### config.mk
export PLATFORM = sky130hd
export DESIGN_NAME = multicycle_ctrl_flat
export DESIGN_NICKNAME = d
export VERILOG_FILES = /design/src/rtl/multicycle_ctrl_pkg.sv /design/src/rtl/multicycle_ctrl_if.sv /design/src/rtl/multicycle_ctrl_alu_decode.sv /design/src/rtl/multicycle_ctrl.sv /design/src/flat_wrapper.sv
export SDC_FILE = /design/constraint.sdc
export NUM_CORES = 1
export LEC_CHECK = 0
export BUFFER_PORTS_ARGS = -buffer_cell sky130_fd_sc_hd__buf_2
export CAP_MARGIN = 20
export CORE_MARGIN = 3
export CORE_UTILIZATION = 32
export DETAILED_ROUTE_END_ITERATION = 8
export GPL_ROUTABILITY_DRIVEN = 1
export GPL_TIMING_DRIVEN = 0
export SLEW_MARGIN = 20
export SYNTH_ARGS = -nofsm -noshare
export SYNTH_HDL_FRONTEND = slang
export SYNTH_HIERARCHICAL = 1
export SYNTH_SLANG_ARGS = --single-unit
### constraint.sdc
create_clock -name clock -period 3.9 [get_ports clock]
set_clock_uncertainty 0.1 [all_clocks]
set_input_delay 0.39 -clock clock [delete_from_list [all_inputs] [get_ports clock]]
set_output_delay 0.39 -clock clock [all_outputs]
set_load 0.05 [all_outputs]
### src/rtl/multicycle_ctrl_pkg.sv
// Shared types and encodings for the multicycle MIPS control sequencer.
package ctrl_pkg;

  typedef enum logic [2:0] {FETCH, DECODE, EXEC, MEM, WB} state_e;

  localparam logic [5:0] OP_RTYPE = 6'b000000;
  localparam logic [5:0] OP_LW    = 6'b100011;
  localparam logic [5:0] OP_SW    = 6'b101011;
  localparam logic [5:0] OP_BEQ   = 6'b000100;
  localparam logic [5:0] OP_BNE   = 6'b000101;
  localparam logic [5:0] OP_ADDI  = 6'b001000;

  localparam logic [5:0] FUNC_ADD = 6'b100000;
  localparam logic [5:0] FUNC_SUB = 6'b100010;
  localparam logic [5:0] FUNC_AND = 6'b100100;
  localparam logic [5:0] FUNC_OR  = 6'b100101;
  localparam logic [5:0] FUNC_SLT = 6'b101010;
  localparam logic [5:0] FUNC_NOR = 6'b100111;

  localparam logic [3:0] ALU_AND = 4'b0000;
  localparam logic [3:0] ALU_OR  = 4'b0001;
  localparam logic [3:0] ALU_ADD = 4'b0010;
  localparam logic [3:0] ALU_SUB = 4'b0110;
  localparam logic [3:0] ALU_SLT = 4'b0111;
  localparam logic [3:0] ALU_NOR = 4'b1100;

  localparam logic [1:0] BR_NONE = 2'b00;
  localparam logic [1:0] BR_BNE  = 2'b10;
  localparam logic [1:0] BR_BEQ  = 2'b11;

endpackage

### src/rtl/multicycle_ctrl_if.sv
// Datapath <-> controller bundle: instruction fields in, control lines out.
interface multicycle_ctrl_if;
  logic [5:0] op;
  logic [5:0] func_code;
  logic       mem_ready;
  logic       pc_en;
  logic       RegWrite;
  logic       RegDist;
  logic       AluSrc;
  logic [3:0] alu_ctrl;
  logic [1:0] Branch;
  logic       MemRead;
  logic       MemWrite;
  logic       MemReg;
  logic       illegal;
  logic       mem_err;
  logic       busy;

  // Datapath side.
  modport master (
    output op, func_code, mem_ready,
    input  pc_en, RegWrite, RegDist, AluSrc, alu_ctrl, Branch, MemRead, MemWrite, MemReg,
    input  illegal, mem_err, busy
  );

  // Controller side.
  modport slave (
    input  op, func_code, mem_ready,
    output pc_en, RegWrite, RegDist, AluSrc, alu_ctrl, Branch, MemRead, MemWrite, MemReg,
    output illegal, mem_err, busy
  );
endinterface

### src/rtl/multicycle_ctrl_alu_decode.sv
// R-type function field to ALU operation; valid_o low for unsupported functions.
module alu_decode
  import ctrl_pkg::*;
(
  input  logic [5:0] func_i,
  output logic [3:0] alu_ctrl_o,
  output logic       valid_o
);

  always_comb begin
    alu_ctrl_o = ALU_ADD;
    valid_o    = 1'b1;
    case (func_i)
      FUNC_ADD: alu_ctrl_o = ALU_ADD;
      FUNC_SUB: alu_ctrl_o = ALU_SUB;
      FUNC_AND: alu_ctrl_o = ALU_AND;
      FUNC_OR:  alu_ctrl_o = ALU_OR;
      FUNC_SLT: alu_ctrl_o = ALU_SLT;
      FUNC_NOR: alu_ctrl_o = ALU_NOR;
      default:  valid_o    = 1'b0;
    endcase
  end

endmodule

### src/rtl/multicycle_ctrl.sv
// Multicycle MIPS control sequencer (FETCH/DECODE/EXEC/MEM/WB).
// Optional performance counters enabled by defining CTRL_PERF_EN.
module multicycle_ctrl
  import ctrl_pkg::*;
#(
  parameter int unsigned MEM_TIMEOUT = 15,
  parameter int unsigned CNT_W       = 32
) (
  input  logic               clock,
  input  logic               reset,
  multicycle_ctrl_if.slave   bus
`ifdef CTRL_PERF_EN
  ,
  output logic [CNT_W-1:0]   cycle_cnt,
  output logic [CNT_W-1:0]   instr_cnt
`endif
);

  state_e     state_q, state_d;
  logic [5:0] ir_op_q, ir_func_q;
  logic [7:0] wait_q, wait_d;
  logic       illegal_q, illegal_d;
  logic       mem_err_q, mem_err_d;

  logic       pc_en, reg_write, reg_dist, alu_src, mem_read, mem_write, mem_reg;
  logic [3:0] alu;
  logic [1:0] branch;
  logic [3:0] r_alu;
  logic       r_valid;

  alu_decode u_alu_decode (
    .func_i     (ir_func_q),
    .alu_ctrl_o (r_alu),
    .valid_o    (r_valid)
  );

  logic is_r, is_lw, is_sw, is_addi, is_beq, is_bne, timeout_hit;
  assign is_r        = (ir_op_q == OP_RTYPE);
  assign is_lw       = (ir_op_q == OP_LW);
  assign is_sw       = (ir_op_q == OP_SW);
  assign is_addi     = (ir_op_q == OP_ADDI);
  assign is_beq      = (ir_op_q == OP_BEQ);
  assign is_bne      = (ir_op_q == OP_BNE);
  assign timeout_hit = (wait_q == 8'(MEM_TIMEOUT));

  always_comb begin
    state_d   = state_q;
    wait_d    = '0;
    illegal_d = illegal_q;
    mem_err_d = mem_err_q;
    pc_en     = 1'b0;
    reg_write = 1'b0;
    reg_dist  = 1'b0;
    alu_src   = 1'b0;
    alu       = ALU_ADD;
    branch    = BR_NONE;
    mem_read  = 1'b0;
    mem_write = 1'b0;
    mem_reg   = 1'b0;
    case (state_q)
      FETCH: state_d = DECODE;
      DECODE: begin
        if (is_r || is_lw || is_sw || is_addi || is_beq || is_bne) begin
          state_d = EXEC;
        end else begin
          illegal_d = 1'b1;
          pc_en     = 1'b1;
          state_d   = FETCH;
        end
      end
      EXEC: begin
        if (is_r) begin
          reg_dist = 1'b1;
          alu      = r_alu;
          if (r_valid) begin
            state_d = WB;
          end else begin
            illegal_d = 1'b1;
            pc_en     = 1'b1;
            state_d   = FETCH;
          end
        end else if (is_beq || is_bne) begin
          alu     = ALU_SUB;
          branch  = is_beq ? BR_BEQ : BR_BNE;
          pc_en   = 1'b1;
          state_d = FETCH;
        end else begin
          alu_src = 1'b1;
          state_d = is_addi ? WB : MEM;
        end
      end
      MEM: begin
        alu_src = 1'b1;
        // Abort cycle drops the strobes and ignores a late mem_ready.
        if (timeout_hit) begin
          mem_err_d = 1'b1;
          pc_en     = 1'b1;
          state_d   = FETCH;
        end else begin
          mem_read  = is_lw;
          mem_write = is_sw;
          if (bus.mem_ready) begin
            pc_en   = is_sw;
            state_d = is_sw ? FETCH : WB;
          end else begin
            wait_d = wait_q + 8'd1;
          end
        end
      end
      WB: begin
        reg_write = 1'b1;
        pc_en     = 1'b1;
        reg_dist  = is_r;
        alu_src   = !is_r;
        alu       = is_r ? r_alu : ALU_ADD;
        mem_reg   = is_lw;
        mem_read  = is_lw;
        state_d   = FETCH;
      end
      default: state_d = FETCH;
    endcase
  end

  always_ff @(posedge clock) begin
    if (reset) begin
      state_q   <= FETCH;
      ir_op_q   <= '0;
      ir_func_q <= '0;
      wait_q    <= '0;
      illegal_q <= 1'b0;
      mem_err_q <= 1'b0;
    end else begin
      state_q   <= state_d;
      wait_q    <= wait_d;
      illegal_q <= illegal_d;
      mem_err_q <= mem_err_d;
      if (state_q == FETCH) begin
        ir_op_q   <= bus.op;
        ir_func_q <= bus.func_code;
      end
    end
  end

  // Reset gates every output so an in-flight strobe dies in the same cycle.
  assign bus.pc_en    = pc_en & ~reset;
  assign bus.RegWrite = reg_write & ~reset;
  assign bus.RegDist  = reg_dist & ~reset;
  assign bus.AluSrc   = alu_src & ~reset;
  assign bus.alu_ctrl = reset ? ALU_ADD : alu;
  assign bus.Branch   = reset ? BR_NONE : branch;
  assign bus.MemRead  = mem_read & ~reset;
  assign bus.MemWrite = mem_write & ~reset;
  assign bus.MemReg   = mem_reg & ~reset;
  assign bus.illegal  = illegal_q & ~reset;
  assign bus.mem_err  = mem_err_q & ~reset;
  assign bus.busy     = (state_q != FETCH) & ~reset;

`ifdef CTRL_PERF_EN
  logic [CNT_W-1:0] cycle_q, instr_q;
  logic             instr_inc;

  // Only completions of legal, non-aborted instructions are counted.
  assign instr_inc = pc_en & ((state_q == WB) ||
                              (state_q == MEM && !timeout_hit) ||
                              (state_q == EXEC && (is_beq || is_bne)));

  always_ff @(posedge clock) begin
    if (reset) begin
      cycle_q <= '0;
      instr_q <= '0;
    end else begin
      cycle_q <= cycle_q + 1'b1;
      if (instr_inc) begin
        instr_q <= instr_q + 1'b1;
      end
    end
  end

  assign cycle_cnt = cycle_q;
  assign instr_cnt = instr_q;
`endif

endmodule

### src/flat_wrapper.sv
// flat-port wrapper written by rule: the top's interface ports become plain ports
module multicycle_ctrl_flat import ctrl_pkg::*;
#(
  parameter int unsigned MEM_TIMEOUT = 15,
  parameter int unsigned CNT_W       = 32
)
  (clock, reset, bus_op, bus_func_code, bus_mem_ready, bus_pc_en, bus_RegWrite, bus_RegDist, bus_AluSrc, bus_alu_ctrl, bus_Branch, bus_MemRead, bus_MemWrite, bus_MemReg, bus_illegal, bus_mem_err, bus_busy);
  multicycle_ctrl_if bus_i ();
  input  logic clock;
  input  logic reset;
  input wire logic [$bits(bus_i.op)-1:0] bus_op;
  input wire logic [$bits(bus_i.func_code)-1:0] bus_func_code;
  input wire logic [$bits(bus_i.mem_ready)-1:0] bus_mem_ready;
  output wire logic [$bits(bus_i.pc_en)-1:0] bus_pc_en;
  output wire logic [$bits(bus_i.RegWrite)-1:0] bus_RegWrite;
  output wire logic [$bits(bus_i.RegDist)-1:0] bus_RegDist;
  output wire logic [$bits(bus_i.AluSrc)-1:0] bus_AluSrc;
  output wire logic [$bits(bus_i.alu_ctrl)-1:0] bus_alu_ctrl;
  output wire logic [$bits(bus_i.Branch)-1:0] bus_Branch;
  output wire logic [$bits(bus_i.MemRead)-1:0] bus_MemRead;
  output wire logic [$bits(bus_i.MemWrite)-1:0] bus_MemWrite;
  output wire logic [$bits(bus_i.MemReg)-1:0] bus_MemReg;
  output wire logic [$bits(bus_i.illegal)-1:0] bus_illegal;
  output wire logic [$bits(bus_i.mem_err)-1:0] bus_mem_err;
  output wire logic [$bits(bus_i.busy)-1:0] bus_busy;
  assign bus_i.op = bus_op;
  assign bus_i.func_code = bus_func_code;
  assign bus_i.mem_ready = bus_mem_ready;
  assign bus_pc_en = bus_i.pc_en;
  assign bus_RegWrite = bus_i.RegWrite;
  assign bus_RegDist = bus_i.RegDist;
  assign bus_AluSrc = bus_i.AluSrc;
  assign bus_alu_ctrl = bus_i.alu_ctrl;
  assign bus_Branch = bus_i.Branch;
  assign bus_MemRead = bus_i.MemRead;
  assign bus_MemWrite = bus_i.MemWrite;
  assign bus_MemReg = bus_i.MemReg;
  assign bus_illegal = bus_i.illegal;
  assign bus_mem_err = bus_i.mem_err;
  assign bus_busy = bus_i.busy;
  multicycle_ctrl #(.MEM_TIMEOUT(MEM_TIMEOUT), .CNT_W(CNT_W)) u_core (.clock(clock), .reset(reset), .bus(bus_i));
endmodule
==> impl_results.md, run 1 <==
* Outcome: complete, no violations
* Reg power frac at 41.6%
* Total wire length at 3.14 mm
* Routed vias/inst at 4.89
* Routed met1 length at 1.73 mm
* Worst Path Required at 3.41 ns
* Clock Pin Slew Worst Setup and Hold Paths at 0.08 ns
* Switching Share at 38.9%
* Final instance area at 1700 um2
* Worst-path cell chain: nor3b_4 -> nand2_2 -> or3_2 -> a31oi_1 -> buf_2
* Unrepaired setup endpoints after global routing: false
* Most frequent cells in the layout: nand2_1 (33), buf_2 (31), nor2_1 (25), dfxtp_1 (25), a21oi_1 (17)
* Post-CTS Hold Buffers at 0
* Pre-antenna DRT Iters at 4
* Met3 WL post-DR at 137 um
* Cell-internal power at 480 uW
* Sw Pwr at 306 uW
* Hold Crit Class: input port to register
* Power Density at 462 nW/um2
* Num CTS Buffers at 3
* CP peak stage delay at 0.46 ns
* Register area share after synthesis at 34.5%
* Worst setup EP type: output pin
* Comb pwr share at 38.9%
* Primary FF master, synth: dfxtp_1
* Worst vdd ir at 0.189 mV
* Postcts setup bufs at 0
* Rel. slew slack at 66.8%
* CTS sink count at 25
* Layout cells sized above 1 at 23.9%
* Clk buf depth at 2
* Pin count of the biggest net entering global routing at 14
* Die height at 73.3 um
* Leak at 0.706 nW
* DRT antenna net count at 0
* Initial antenna violation count at 0
* #FFs+latches synth at 25
* Synth-to-layout area growth at 17.4%
* Largest area contributor in the netlist: dfxtp_1
* CP max FO at 6
* Critical path class: register to output pin
* Synthesis Warnings at 6
* F_max at 398 MHz
* Final setup vio count at 0
* Total track usage at 12.1%
* Post-synthesis cell count at 185
* Met2 wire len at 1.23 mm
* CTS tree: done
* Netlist cell types at 50
* First-pass GRT wire length at 5.22 mm
* Crit share post-route at 64.4%
* Total gr overflow at 0
* Commonest non-fill, non-tap cell in the layout: nand2_1
* Top post-synthesis cells by area: dfxtp_1 (35%), nand2_1 (8.5%), nor2_1 (6.5%)
* DRC viols at 0
* Worst-Margin Slew at 0.494 ns
* Buffers on Ports at 29
* Via count at 1311
* Share of the synthesized area in the top cell type at 34.5%
* Hold Fails Final Rpt at 0
* H-tree Lvls at 1
* Mapped Area at 1450 um2
* Slew Limit Fails at 0
* Crit start category: register
* Die footprint at 5370 um2
* Rows at 23
* DR WL/cell at 11.7 um
* Critical-path top delay cell: or3_2
* IO Pins at 31
* Mean area per synthesized cell at 7.83 um2
* Worst-skew pair later-pin latency at 0.27 ns
* Starting DRC count in detailed routing at 48
* Ant diodes at 0
* Core footprint at 4170 um2
* Cts repair resizes at 0
* Initial Utilization at 34.7%
* Syn_nets at 201
* Gpl congestion at 0.835
* Placed cell areas at 1660 um2
* Hpwl dp at 2.42 mm
* Root buf cell: clkbuf_8
* Vias in the first global route at 1117
* Clk pwr share at 19.5%
* Fin crit period at 2.51 ns
* TNS Setup at 0 ns
* Max-Cap Viols at 0
* Synth async-reset ratio at 0%
* Die Wd at 73.3 um
* Top layer in use: met4
* Layout Nets at 235
* Worst EP arrival at 2.02 ns
* Number of synthesized flops with an enable pin at 0
[kinds of logic (layout without fill, tap and decap cells)]
group,after synthesis,after routing,synth area share [%]
and+or+nand+nor,98,98,36.9
AOI/OAI and AO/OA,34,34,14.9
DFF,25,25,34.5
buffers and inverters,18,51,7.17
xor gates and xnor gates,7,7,4.23
muxes,2,2,1.47
adders and majority gates,1,1,0.863
[synthesized netlist by cell type, types with 2 or more instances]
cell type and number:
a21oi_1 17, a31oi_1 2, and2_1 3, and4_1 2
and4b_1 2, buf_2 2, buf_6 4, clkbuf_1 3
dfxtp_1 25, inv_1 7, nand2_1 33, nand2b_1 2
nand3_1 5, nand3b_1 2, nand4_1 2, nand4bb_1 2
nor2_1 25, nor2b_1 3, nor3_1 3, o21ai_0 5
or4_4 2, xnor2_1 2, xor2_1 5
[registers in the layout, summed over array words and instances, names as in the netlist]
name	cells
u_core/ir_op_q	6
u_core/state_q	3
u_core/wait_q	8
u_core/illegal_q	1
u_core/mem_err_q	1
u_core/ir_func_q	6
[area by class of cell]
cell class,instances,area [um2]
plain buffers,11,77.6
clock buffers,4,45.0
fillers,462,2470
inverters,7,26.3
multi-input cells,142,845
flip-flops and latches,25,500
well taps,50,62.6
repair buffers,29,145
[through the flow]
step | total power, mW | setup WS [ns] | utilization [%] | hold WS, ns | instances
after floorplan | 0.571 | 1.41 | - | 0.326 | 185
after global placement | 0.641 | 1.63 | 39.7 | 0.345 | 264
after detailed placement | 0.640 | 1.65 | 39.7 | 0.350 | 264
after CTS | 0.793 | 1.35 | 40.8 | 0.247 | 268
after global routing | 0.843 | 1.26 | 40.8 | 0.248 | 268
final | 0.786 | 1.39 | 40.8 | 0.250 | 268
[per-layer routing]
metal	GRT usage [%]	vias to the layer above
met3	2.19	4
met2	16.2	28
met5	0	-
met1	19.1	574
li1	-	705
met4	4.23	0
[path summary, 6_finish.rpt]
check / startpoint / endpoint / slack [ns] / cells after the start
worst max-delay path: u_core/state_q[1] / bus_pc_en / 1.39 / 5
worst min-delay path: bus_op[3] / u_core/ir_op_q[3] / 0.25 / 3
worst max register to register: u_core/ir_func_q[1] / u_core/state_q[2] / 2.15 / 5
worst min register to register: u_core/wait_q[0] / u_core/wait_q[0] / 0.37 / 1
[critical path: cells and delay by family, from the launching register on]
kind	cells	cell delay [ns]
buffers and inverters	1	0.29
flip-flops	1	0.44
AO/OA/AOI/OAI	1	0.17
AND/OR/NAND/NOR	3	0.86
[power groups by stage]
| stage | sequential [mW] | combinational [mW] | clock, mW |
|---|---|---|---|
| global route | 0.334 | 0.341 | 0.169 |
| detailed placement | 0.333 | 0.307 | 0 |
| finish | 0.327 | 0.306 | 0.153 |
| CTS | 0.327 | 0.308 | 0.158 |
| global placement | 0.332 | 0.309 | 0 |
| floorplan | 0.323 | 0.247 | 0 |
(Power assumes the default switching activity.)
==> run 2, diff against run 1 <==
clock period = 2.4 ns   (was 3.9 ns; I/O delays follow)
==> impl_results.md, run 2 (synthesis results as in run 1) <==
* Worst setup EP type: output pin (unchanged)
* Non-Filler Instances at 269 (was 268)
* Sw Pwr at 501 uW (was 306 uW)
* Final setup vio count at 0 (unchanged)
* DRT antenna net count at 0 (unchanged)
* Min-delay src: bus_func_code[2] (was bus_op[3])
* Total gr overflow at 0 (unchanged)
* Inst Count DP at 264 (unchanged)
* Regs by FF count: u_core/wait_q (8), u_core/ir_func_q (6), u_core/ir_op_q (6) (unchanged)
* H-tree Lvls at 1 (unchanged)
* First-pass GRT wire length at 5.22 mm (unchanged)
* Via count at 1327 (was 1311)
* Worst reg2reg path startpoint: u_core/ir_func_q[5] (was u_core/ir_func_q[1])
* Routed vias/inst at 4.93 (was 4.89)
* DRC viols at 0 (unchanged)
* Critical path class: register to output pin (unchanged)
* Final worst slack at 0.0981 ns (was 1.39 ns)
* Reg power frac at 41.5% (was 41.6%)
* Dpl ws at 0.300 ns (was 1.65 ns)
* Crit share post-route at 95.9%
* Worst-Margin Slew at 0.495 ns (was 0.494 ns)
* Starting DRC count in detailed routing at 48 (unchanged)
* Final design utilization at 41.3% (was 40.8%)
* Hold Crit Class: input port to register (unchanged)
* Die Wd at 73.3 um (unchanged)
* Clk buf depth at 2 (unchanged)
* Hold Fails Final Rpt at 0 (unchanged)
* Core footprint at 4170 um2 (unchanged)
* Placed cell areas at 1660 um2 (unchanged)
* Initial antenna violation count at 0 (unchanged)
* Total track usage at 12.1% (unchanged)
* Worst hold slack at 0.0961 ns (was 0.250 ns)
* Die footprint at 5370 um2 (unchanged)
* Power Density at 751 nW/um2 (was 462 nW/um2)
* Final instance area at 1720 um2 (was 1700 um2)
* Gpl congestion at 0.835 (unchanged)
* Num CTS Buffers at 3 (unchanged)
* Cell-internal power at 793 uW (was 480 uW)
* Total wire length at 3.19 mm (was 3.14 mm)
* Fin crit period at 2.30 ns
* Crit start category: register (unchanged)
* Worst reg2reg path endpoint: u_core/state_q[2] (unchanged)
* Pre-antenna DRT Iters at 4 (unchanged)
* F_max at 434 MHz
* Commonest non-fill, non-tap cell in the layout: nand2_1 (unchanged)
* CTS tree: done (unchanged)
* Initial Utilization at 34.7% (unchanged)
* Max-Cap Viols at 0 (unchanged)
* Hpwl dp at 2.42 mm (unchanged)
* Leak at 0.715 nW (was 0.706 nW)
* Worst vdd ir at 0.307 mV (was 0.189 mV)
* Total design power at 1.29 mW (was 786 uW)
* Layout cells sized above 1 at 26.0% (was 23.9%)
* Vias in the first global route at 1117 (unchanged)
* Unrepaired setup endpoints after global routing: false (unchanged)
* Outcome: complete, no violations (unchanged)
* Rows at 23 (unchanged)
* Worst Path Required at 2.06 ns (was 3.41 ns)
* Worst EP arrival at 1.96 ns (was 2.02 ns)
* Most frequent cells in the layout: nand2_1 (33), buf_2 (30), nor2_1 (25) (was nand2_1 (33), buf_2 (31), nor2_1 (25), dfxtp_1 (25), a21oi_1 (17))
* CP max FO at 6 (unchanged)
* CTS sink count at 25 (unchanged)
* Ant diodes at 0 (unchanged)
* Comb pwr share at 39.3% (was 38.9%)
* Rel. slew slack at 66.8% (about the same)
* Die height at 73.3 um (unchanged)
* Worst-case reg-to-reg path depth at 5 (unchanged)
* Hold endpoint: u_core/ir_func_q[2] (was u_core/ir_op_q[3])
* Switching Share at 38.7% (was 38.9%)
* TNS Setup at 0 ns (unchanged)
* Worst-skew pair later-pin latency at 0.27 ns (about the same)
* Clk pwr share at 19.2% (was 19.5%)
* Largest register FFs at 8 (unchanged)
* FF-to-FF setup slack at 0.64 ns (was 2.15 ns)
* Buffers on Ports at 29 (unchanged)
* Layout Nets at 236 (was 235)
* Clock Pin Slew Worst Setup and Hold Paths at 0.08 ns (about the same)
* WHS Path Cells at 3 (unchanged)
* Root buf cell: clkbuf_8 (unchanged)
* Synth-to-layout area growth at 18.9% (was 17.4%)
* Pin count of the biggest net entering global routing at 14 (unchanged)
* Slew Limit Fails at 0 (unchanged)
* Post-CTS Hold Buffers at 0 (unchanged)
* IO Pins at 31 (unchanged)
* DR WL/cell at 11.9 um (was 11.7 um)
* Largest Register: u_core/wait_q (unchanged)
run 2: changes by cell type in the layout (fill, tap and decap cells not counted), sizes merged:
cell and change:
buf +1
run 2: worst max path at each step:
stage / from / endpoint / slack, ns / depth (start not counted)
finish: u_core/state_q[1] / bus_pc_en / 0.1 / 5
global route: u_core/state_q[1] / bus_pc_en / 0.003 / 5
CTS: u_core/state_q[1] / bus_pc_en / 0.05 / 5
detailed placement: u_core/state_q[1] / bus_pc_en / 0.30 / 5
global placement: u_core/state_q[1] / bus_pc_en / 0.28 / 5
floorplan: u_core/state_q[2] / bus_pc_en / 0.06 / 5
run 2: power by group through the flow:
stage                     combinational (mW)  sequential, mW  clock, mW
final                                  0.509           0.537      0.248
after CTS                              0.503           0.531      0.257
after global placement                 0.501           0.540          0
after floorplan                        0.402           0.526          0
after global routing                   0.565           0.548      0.274
after detailed placement               0.498           0.542          0
run 2: critical path, cell delays in order, from the launching register on:
cell,delay [ns]
dfxtp_1,0.44
nor3b_4,0.30
nand2_2,0.09
or3_2,0.46
a31oi_1,0.18
buf_4,0.23
run 2: timing repair:
item                                    in CTS  in global routing
resized for setup                            1                  4
endpoints found under the setup margin       1                  1
buffers inserted                             0                  1
run 2: area by class of cell:
type | instances | area [um2]
Tap cell | 50 | 62.6
Multi-Input combinational cell | 142 | 852
Fill cell | 458 | 2450
Buffer | 11 | 77.6
Sequential cell | 25 | 504
Inverter | 7 | 26.3
Timing Repair Buffer | 30 | 155
Clock buffer | 4 | 45.0
run 2: metal layers:
metal,up-vias,global-route usage (%),wire length [um]
met2,29,16.2,1280
met4,0,4.23,47
met5,-,0,0
met3,4,2.19,139
li1,704,-,-
met1,590,19.1,1730
